`src/rtl/macro_pkg.sv`:
```
// Shared encodings, state/kind enums and the uop formatter for macro_uop_sequencer.
package macro_pkg;

  localparam logic [6:0]  MACRO_OPCODE  = 7'b1110111;
  localparam logic [6:0]  FUNCT7_MACRO  = 7'b1011111;
  localparam logic [2:0]  FUNCT3_REGSUM = 3'b111;
  localparam logic [2:0]  FUNCT3_REGCLR = 3'b110;
  localparam logic [31:0] NOP_INSTR     = 32'h0000_0013;
  localparam logic [6:0]  OP_REG        = 7'b0110011;
  localparam logic [6:0]  OP_IMM        = 7'b0010011;

  typedef enum logic {IDLE, EXPAND} state_e;

  typedef enum logic [1:0] {MK_NONE, MK_SUM, MK_CLR} macro_kind_e;

  // REGSUM emits ADD rd, src_a, src_b; REGCLR emits ADDI src_b, x0, 0.
  function automatic logic [31:0] fmt_uop(input macro_kind_e kind,
                                          input logic [4:0]  rd,
                                          input logic [4:0]  src_a,
                                          input logic [4:0]  src_b);
    logic [31:0] uop;
    case (kind)
      MK_SUM:  uop = {7'b0, src_b, src_a, 3'b000, rd, OP_REG};
      MK_CLR:  uop = {12'b0, 5'b0, 3'b000, src_b, OP_IMM};
      default: uop = NOP_INSTR;
    endcase
    return uop;
  endfunction

endpackage

```
`src/rtl/macro_decode.sv`:
```
// Combinational macro classifier; REGCLR is recognised only when
// MACRO_UOP_SEQ_CLR_EN is defined.
module macro_decode
  import macro_pkg::*;
(
  input  logic [31:0] instr_in,
  output macro_kind_e kind,
  output logic [4:0]  rd,
  output logic [4:0]  rs1,
  output logic [4:0]  rs2,
  output logic        range_ok
);

  logic is_macro;

  always_comb begin
    rd       = instr_in[11:7];
    rs1      = instr_in[19:15];
    rs2      = instr_in[24:20];
    range_ok = (instr_in[19:15] <= instr_in[24:20]);
    is_macro = (instr_in[6:0] == MACRO_OPCODE) && (instr_in[31:25] == FUNCT7_MACRO);
    kind     = MK_NONE;
    if (is_macro && (instr_in[14:12] == FUNCT3_REGSUM)) begin
      kind = MK_SUM;
    end
`ifdef MACRO_UOP_SEQ_CLR_EN
    else if (is_macro && (instr_in[14:12] == FUNCT3_REGCLR)) begin
      kind = MK_CLR;
    end
`else
    else begin
      kind = MK_NONE;
    end
`endif
  end

endmodule

```
`src/rtl/macro_uop_sequencer.sv`:
```
// Fetch-to-decode sequencer expanding REGSUM (and REGCLR under
// MACRO_UOP_SEQ_CLR_EN) macros into base RV32I uops; others pass through.
module macro_uop_sequencer
  import macro_pkg::*;
(
  input  logic        clk,
  input  logic        rst_n,
  input  logic [31:0] instr_in,
  input  logic        instr_valid_in,
  input  logic        flush,
  input  logic        dec_ready,
  output logic [31:0] uop_out,
  output logic        uop_valid,
  output logic        fetch_stall,
  output logic        busy,
  output logic [4:0]  seq_idx
);

  macro_kind_e dec_kind;
  logic [4:0]  dec_rd, dec_rs1, dec_rs2;
  logic        dec_range_ok;

  macro_decode u_decode (
    .instr_in (instr_in),
    .kind     (dec_kind),
    .rd       (dec_rd),
    .rs1      (dec_rs1),
    .rs2      (dec_rs2),
    .range_ok (dec_range_ok)
  );

  state_e      state_q, state_d;
  macro_kind_e kind_q, kind_d;
  logic [31:0] uop_q, uop_d;
  logic        valid_q, valid_d;
  logic [4:0]  idx_q, idx_d;
  logic [4:0]  rd_q, rd_d, rs1_q, rs1_d, rs2_q, rs2_d;
  logic        advance;
  logic [4:0]  next_reg;

  assign advance  = ~valid_q | dec_ready;
  // Cannot exceed rs2, so the 5-bit sum never wraps.
  assign next_reg = rs1_q + idx_q + 5'd1;

  always_comb begin
    state_d = state_q;
    kind_d  = kind_q;
    uop_d   = uop_q;
    valid_d = valid_q;
    idx_d   = idx_q;
    rd_d    = rd_q;
    rs1_d   = rs1_q;
    rs2_d   = rs2_q;
    if (flush) begin
      state_d = IDLE;
      valid_d = 1'b0;
      idx_d   = 5'd0;
    end else if (advance) begin
      case (state_q)
        IDLE: begin
          if (!instr_valid_in) begin
            valid_d = 1'b0;
          end else if (dec_kind == MK_NONE) begin
            uop_d   = instr_in;
            valid_d = 1'b1;
          end else if (dec_range_ok) begin
            kind_d  = dec_kind;
            rd_d    = dec_rd;
            rs1_d   = dec_rs1;
            rs2_d   = dec_rs2;
            idx_d   = 5'd0;
            uop_d   = fmt_uop(dec_kind, dec_rd, 5'd0, dec_rs1);
            valid_d = 1'b1;
            state_d = (dec_rs1 != dec_rs2) ? EXPAND : IDLE;
          end else begin
            uop_d   = NOP_INSTR;
            valid_d = 1'b1;
          end
        end
        EXPAND: begin
          idx_d   = idx_q + 5'd1;
          uop_d   = fmt_uop(kind_q, rd_q, rd_q, next_reg);
          valid_d = 1'b1;
          if (next_reg == rs2_q) state_d = IDLE;
        end
        default: state_d = IDLE;
      endcase
    end
  end

  always_ff @(posedge clk or negedge rst_n) begin
    if (!rst_n) begin
      state_q <= IDLE;
      kind_q  <= MK_NONE;
      uop_q   <= NOP_INSTR;
      valid_q <= 1'b0;
      idx_q   <= 5'd0;
      rd_q    <= 5'd0;
      rs1_q   <= 5'd0;
      rs2_q   <= 5'd0;
    end else begin
      state_q <= state_d;
      kind_q  <= kind_d;
      uop_q   <= uop_d;
      valid_q <= valid_d;
      idx_q   <= idx_d;
      rd_q    <= rd_d;
      rs1_q   <= rs1_d;
      rs2_q   <= rs2_d;
    end
  end

  assign uop_out     = uop_q;
  assign uop_valid   = valid_q;
  assign busy        = (state_q == EXPAND);
  assign fetch_stall = (state_q == EXPAND) | ~advance;
  assign seq_idx     = idx_q;

endmodule
```
`config.mk`:
```
export PLATFORM = sky130hd
export DESIGN_NAME = macro_uop_sequencer
export DESIGN_NICKNAME = d
export VERILOG_FILES = /design/src/rtl/macro_pkg.sv /design/src/rtl/macro_decode.sv /design/src/rtl/macro_uop_sequencer.sv
export SDC_FILE = /design/constraint.sdc
export NUM_CORES = 1
export LEC_CHECK = 0
export ABC_CLOCK_PERIOD_IN_PS = 2700
export CAP_MARGIN = 30
export CORE_ASPECT_RATIO = 1.4
export CORE_MARGIN = 3
export CORE_UTILIZATION = 48
export CTS_CLUSTER_SIZE = 25
export DETAILED_ROUTE_END_ITERATION = 12
export PLACE_DENSITY = 0.85
export SLEW_MARGIN = 25
export SYNTH_ARGS = -nofsm -noshare
export SYNTH_HDL_FRONTEND = slang
export SYNTH_SLANG_ARGS = --single-unit
```
`constraint.sdc`:
```
create_clock -name clk -period 2.7 [get_ports clk]
set_input_delay 0.81 -clock clk [delete_from_list [all_inputs] [get_ports clk]]
set_output_delay 0.81 -clock clk [all_outputs]
set_load 0.1 [all_outputs]
```
==> qor.yml, run 1 <==
outcome:
  status: "completed"
routing:
  drc: 0
  drt_iter0_drc: 225
  vias_per_cell: 6.07
  routed_wl_um: 7720
  wl_per_cell_um: 18.6
  dr.pass1.iters: 4
  postRouteAntennaNets: 0
  dr_total_vias: 2513
timing:
  final_max_slew_viol_count: 0
  setup_violations: 0
  relSlewSlack_pct: 70.0
  min_period_ps: 2680
  hold_violations: 0
  tightest_slew_ps: 451
  fin_crit_sh_pct: 99.3
  timing.fmax_mhz: 373
  fin_skew_ps: 6.25
  hold_ws_ps: 346
pwr:
  power_per_cell_area_nw_per_um2: 619
  ir_worst_vdd_mv: 0.297
  p_leak_uw: 0.00182
die:
  fp-row-count: 32
  core_area_um2: 5610
  die_h_um: 97.0
  die-area_um2: 6890
  start_util_pct: 50.7
  die_w_um: 71.0
  num_io_pins: 77
global_route:
  grt_max_degree: 49
  grt_pass1_vias: 2556
  grt_pass1_wl_um: 12600
  grt_usage_pct: 22.6
  antenna_found_initial: 0
  overflow: 0
clocking:
  clk_pin_slew_worst_paths_ps: 100
  clk_latency_ps: 300
  numCtsBuffers: 5
  clockBufferDepth: 2
  root_buffer: "clkbuf_8"
  htreeDepth: 2
  cts_hold_buf: 0
  cts_sinks: 55
  cts_tree: "done"
cells_and_area:
  final_common_cell: "buf_4"
  drive_above_1_share_pct: 30.6
  syn_to_final_growth_pct: 37.7
  final_cell_mix: "buf_4 (57), dfrtp_1 (51), clkdlybuf4s50_1 (32), nor2_1 (26), a22o_1 (13)"
  final_area_um2: 3910
  nets: 394
  fillers: 405
  diodes: 0
  fin_util_pct: 69.8
place:
  place_area_um2: 3740
  place_congestion: 0.913
  port-buffer-count: 76
  post-dp-hpwl_um: 5680
synthesis:
  synthesis.nets: 299
  syn_area_per_cell_um2: 11.3
  yosys_warnings: 0
  ys_ff_latch: 55
  syn-cell-area_um2: 2840
  synth-main-ff-cell: "dfrtp_1"
  async_flop_share_pct: 100
  synth-edff-count: 0
  netlist_instances: 251
  synth.distinct_cells: 49
  yosysSeqAreaShare_pct: 48.6
hold_path:
  hold_class: "input port to asynchronous set/reset pin"
setup_path:
  crit_fanout: 6
  startpoint_type: "input port"
  cp-end-kind: "register"
  critical_path_class: "input port to register"
  required_ps: 2900
  arrival_ps: 2880
run:
  cap_violations: 0
where the power goes:
group	internal (µW)	total (µW)	switching (µW)
logic	239	937	697
registers	900	943	42.7
clock network	272	541	270
total	1410	2420	1010
final timing paths:
path / startpoint / to / slack, ps / cells past startpoint
min in group clk: uop_out[12]$_DFFE_PN0P_ / uop_out[12]$_DFFE_PN0P_ / 520 / 1
hold reg to reg: uop_out[12]$_DFFE_PN0P_ / uop_out[12]$_DFFE_PN0P_ / 520 / 1
hold / removal: rst_n / uop_out[10]$_DFFE_PN0P_ / 350 / 1
setup / recovery: instr_in[22] / rs2_q[1]$_DFFE_PN0P_ / 20 / 9
setup reg to reg: seq_idx[0]$_DFFE_PN0P_ / busy$_DFFE_PN0N_ / 330 / 8
max in group asynchronous: rst_n / uop_out[4]$_DFFE_PN1P_ / 1760 / 2
flip-flops by register name (all words and copies together) (netlist names):
name / flops
rs2_q: 5
busy: 1
uop_out: 32
rs1_q: 5
seq_idx: 5
uop_valid: 1
rd_q: 5
kind_q: 1
area by class of cell:
| type | instances | area [µm²] | area share, % |
|---|---|---|---|
| multi-input cells | 173 | 1390 | 35.6 |
| inverters | 11 | 41.3 | 1.06 |
| well taps | 68 | 85.1 | 2.17 |
| repair buffers | 100 | 905 | 23.1 |
| clock inverters | 2 | 37.5 | 0.959 |
| clock buffers | 5 | 68.8 | 1.76 |
| flip-flops and latches | 55 | 1380 | 35.3 |
worst max-delay path: stages:
cell             delay [ps]
clkdlybuf4s50_1         490
inv_1                    70
ha_4                    280
nand4_1                 130
or2_4                   280
o31ai_2                  80
and3_4                  270
buf_6                   130
mux2_2                  340
cells by family after synthesis:
family,after synthesis,synth area share (%)
flip-flops,55,48.6
XOR/XNOR,9,3.79
buffers and inverters,23,3.96
multiplexers,15,6.96
AO/OA/AOI/OAI,63,17.0
adder cells (fa/ha/maj),11,5.11
AND/OR/NAND/NOR,75,14.6
metal layers:
metal  wire (µm)  global-route usage, %  share of wire [%]
met1        3080                   28.8                 40
met4         193                   7.24                2.5
met3         422                   3.43                5.5
met5           0                      0                  0
met2        4020                   38.7                 52
synthesized netlist by cell type, types with 2 or more instances:
library cell	count	area, µm²
mux2_2	6	67.6
o22ai_1	3	18.8
a31o_2	3	26.3
o22a_1	3	26.3
a221oi_1	8	70.1
nor3_1	7	35.0
dfstp_2	3	78.8
nand4_1	3	18.8
buf_2	2	10.0
a21oi_1	9	45.0
inv_1	11	41.3
and2_1	2	12.5
nand2b_1	2	12.5
nand3b_1	4	30.0
dfrtp_1	52	1300
clkbuf_1	8	30.0
or2_2	2	12.5
xor2_1	2	17.5
a221o_1	7	70.1
nand3_1	5	25.0
nand2_1	5	18.8
nor2_1	27	101
nand4b_1	3	26.3
o21ai_0	9	45.0
a31oi_1	2	12.5
ha_1	10	125
and3_1	8	50.1
a22o_1	13	114
mux2_4	8	120
xnor2_1	5	43.8
stage by stage:
step | worst slack [ps] | total power, µW | cells | TNS, ps
3_3_place_gp | -293 | 1880 | 406 | -6390
5_1_grt | -38.9 | 2500 | 414 | -211
3_5_place_dp | -373 | 1890 | 406 | -8410
4_1_cts | 0.926 | 2430 | 413 | 0
2_1_floorplan | 15.1 | 1620 | 251 | 0
6_report | 18.5 | 2420 | 414 | 0
timing repair:
| action | in CTS | in global routing |
|---|---|---|
| endpoints found under the setup margin | 16 | 25 |
| buffers inserted | 0 | 1 |
| gates resized for setup | 2 | 10 |
| pin swaps | 1 | 4 |
Power figures use the tool's default switching activity.
==> run 2, diff against run 1 <==
Settings changed: SLEW_MARGIN 25 to 20.
==> results of run 2 <==
No change in the layout: final DEF, timing and power equal those of run 1.
==> run 3, diff against run 2 <==
Settings changed: CORE_ASPECT_RATIO 1.4 to 1.2, MAX_ROUTING_LAYER from default to met4.
==> run 3 against run 2 <==
Net effect:
- critical path type unchanged
- clock power down 18%
- routed wire length shrank 7.2%
- non-clock buffer count grew 2
- via count is 5.2% lower
- clock skew is 0.59 ps higher
- die area fell by 0.13%
- critical endpoint is now rs2_q[3]$_DFFE_PN0P_
- design area grew 1.0%
- sequential share of layout area down 0.36 points
==> qor.yml, run 3 (synthesized netlist as in run 1, its figures left out) <==
clocking:
  numCtsBuffers: 5  # unchanged
  clk_latency_ps: 300  # about the same
  cts_tree: "done"
  root_buffer: "clkbuf_8"
  post_cts_buffers: 0  # unchanged
  cts_sinks: 55  # unchanged
  htreeDepth: 2  # unchanged
  clockBufferDepth: 2  # unchanged
  cts_hold_buf: 0  # unchanged
  clk_pin_slew_worst_paths_ps: 90  # about the same
die:
  die_h_um: 90.3  # -7.0%
  fp-row-count: 30  # -6.3%
  core_area_um2: 5710  # +1.8%
  die-area_um2: 6880  # -0.13%
  die_w_um: 76.2  # +7.3%
  num_io_pins: 77  # unchanged
  start_util_pct: 49.8  # -0.89 points
global_route:
  antenna_found_initial: 0  # unchanged
  grt_usage_pct: 21.9  # -0.62 points
  grt_max_degree: 29  # -41%
  grt_pass1_wl_um: 12000  # -5.1%
  overflow: 0  # unchanged
  grt_pass1_vias: 2380  # -6.9%
timing:
  fin_skew_ps: 6.84  # +0.592 ps
  fin_crit_sh_pct: 96.6  # -2.7 points
  timing.fmax_mhz: 383  # +2.8%
  hold_ws_ps: 503  # +157 ps
  tightest_slew_ps: 683  # +232 ps
  min_period_ps: 2610  # -72.9 ps
  fin_setup_tns_ps: 0  # unchanged
  relSlewSlack_pct: 54.5  # -15 points
  rsz0062_at_grt: "false"
  setup_violations: 0  # unchanged
  hold_violations: 0  # unchanged
  final_max_slew_viol_count: 0  # unchanged
outcome:
  status: "completed"
routing:
  postRouteAntennaNets: 0  # unchanged
  drc: 0  # unchanged
  dr.pass1.iters: 4  # unchanged
  dr_total_vias: 2382  # -5.2%
  wl_per_cell_um: 16.7  # -10%
  vias_per_cell: 5.55  # -8.5%
  routed_wl_um: 7160  # -7.2%
  drt_iter0_drc: 138  # -39%
pwr:
  p_leak_uw: 0.00184  # +0.74%
  power_per_cell_area_nw_per_um2: 587  # -5.1%
  ir_worst_vdd_mv: 0.267  # -10%
cells_and_area:
  drive_above_1_share_pct: 30.7  # about the same
  multi_input_area_um2: 1390  # -0.18%
  largest_register_ffs: 32  # unchanged
  nets: 396  # +0.51%
  diodes: 0  # unchanged
  syn_to_final_growth_pct: 39.1
  fillers: 426  # +5.2%
  final_common_cell: "buf_4"
  final_cell_mix: "buf_4 (58), dfrtp_1 (51), clkdlybuf4s50_1 (31), nor2_1 (27), a22o_1 (13)"
  ff_latch_area_um2: 1380  # unchanged
  layoutNonFillerInstCount: 429  # +3.6%
setup_path:
  arrival_ps: 2800  # -80 ps
  rr_worst_depth: 8  # unchanged
  cp_slowest_cell: "clkdlybuf4s50_1"
  critical_path_class: "input port to register"
  cp_cell_sequence: "clkdlybuf4s50_1 -> inv_1 -> ha_4 -> nand4_1 -> or2_4 -> o31ai_2 -> and3_4 -> buf_12 -> mux2_2"
  startpoint_type: "input port"
  cp_slowest_stage_delay_ps: 470  # -20 ps
  crit_fanout: 6  # unchanged
  cp-end-kind: "register"
  required_ps: 2890  # about the same
place:
  post-dp-hpwl_um: 5240  # -7.7%
  place_congestion: 0.886  # -3.0%
  port-buffer-count: 76  # unchanged
  placedCellCount: 420  # +3.4%
hold_path:
  worstHoldPathCells: 1
  hold_class: "register to register"
run:
  cap_violations: 0  # unchanged
## run 3: cell types whose count changed in the layout (fill, tap and decap cells not counted)
| cell | change |
|---|---|
| buf_12 | +2 |
| buf_4 | +1 |
| buf_6 | -2 |
| bufinv_16 | -1 |
| clkbuf_1 | +1 |
| clkbuf_16 | +1 |
| clkdlybuf4s50_1 | -1 |
| clkinv_2 | +1 |
| dlygate4sd2_1 | +1 |
| nor2_1 | +1 |
| nor2_2 | -1 |
## run 3: path summary, 6_finish.rpt
path                                        start                 endpoint  slack (ps)
setup / recovery                     instr_in[21]     rs2_q[3]$_DFFE_PN0P_          90
hold / removal              kind_q[0]$_DFFE_PN0P_    kind_q[0]$_DFFE_PN0P_         500
min in group asynchronous                   rst_n  uop_out[10]$_DFFE_PN0P_         540
max in group asynchronous                   rst_n   uop_out[4]$_DFFE_PN1P_        1510
hold reg to reg             kind_q[0]$_DFFE_PN0P_    kind_q[0]$_DFFE_PN0P_         500
setup reg to reg           seq_idx[0]$_DFFE_PN0P_         busy$_DFFE_PN0N_         350
## run 3: layout make-up
class,count,area share [%]
timing repair buffer,102,24.1
sequential,55,34.9
multi-input combinational,173,35.2
clock buffer,6,1.84
inverter,11,1.04
tap,80,2.53
clock inverter,2,0.317
## run 3: worst max-delay path, delay by kind of cell
kind            cells  cell delay (ps)
simple gates        3              670
mux                 1              330
fa+ha+maj           1              260
compound gates      1               70
buf+inv             3              660
## run 3: per-layer routing
| metal | wire length [µm] | global-route usage (%) | vias to the layer above |
|---|---|---|---|
| met2 | 3660 | 36.4 | 57 |
| met3 | 252 | 3.19 | 9 |
| li1 | - | - | 1124 |
| met4 | 98 | 5.89 | 0 |
| met5 | 0 | - | - |
| met1 | 3150 | 28.2 | 1192 |
## run 3: metrics by stage
step | area (µm²) | power, µW | util (%) | setup WS [ps]
6_report | 3950 | 2320 | 69.3 | 91.4
5_1_grt | 3950 | 2400 | 69.3 | 6.40
4_1_cts | 3900 | 2330 | 68.3 | 21.5
3_5_place_dp | 3790 | 1890 | 66.5 | -391
3_3_place_gp | 3790 | 1880 | 66.5 | -312
2_1_floorplan | 2840 | 1620 | - | 15.1
## run 3: power breakdown
part	internal, µW	switching [µW]	leakage [µW]
logic	241	696	0.00111
clock network	182	261	0.0000412
registers	900	41.7	0.000690
total	1320	998	0.00184
## run 3: what timing repair did
action	in CTS	in global routing
cloned	0	1
pin swaps	1	4
gates resized for setup	3	7
endpoints found under the setup margin	16	25
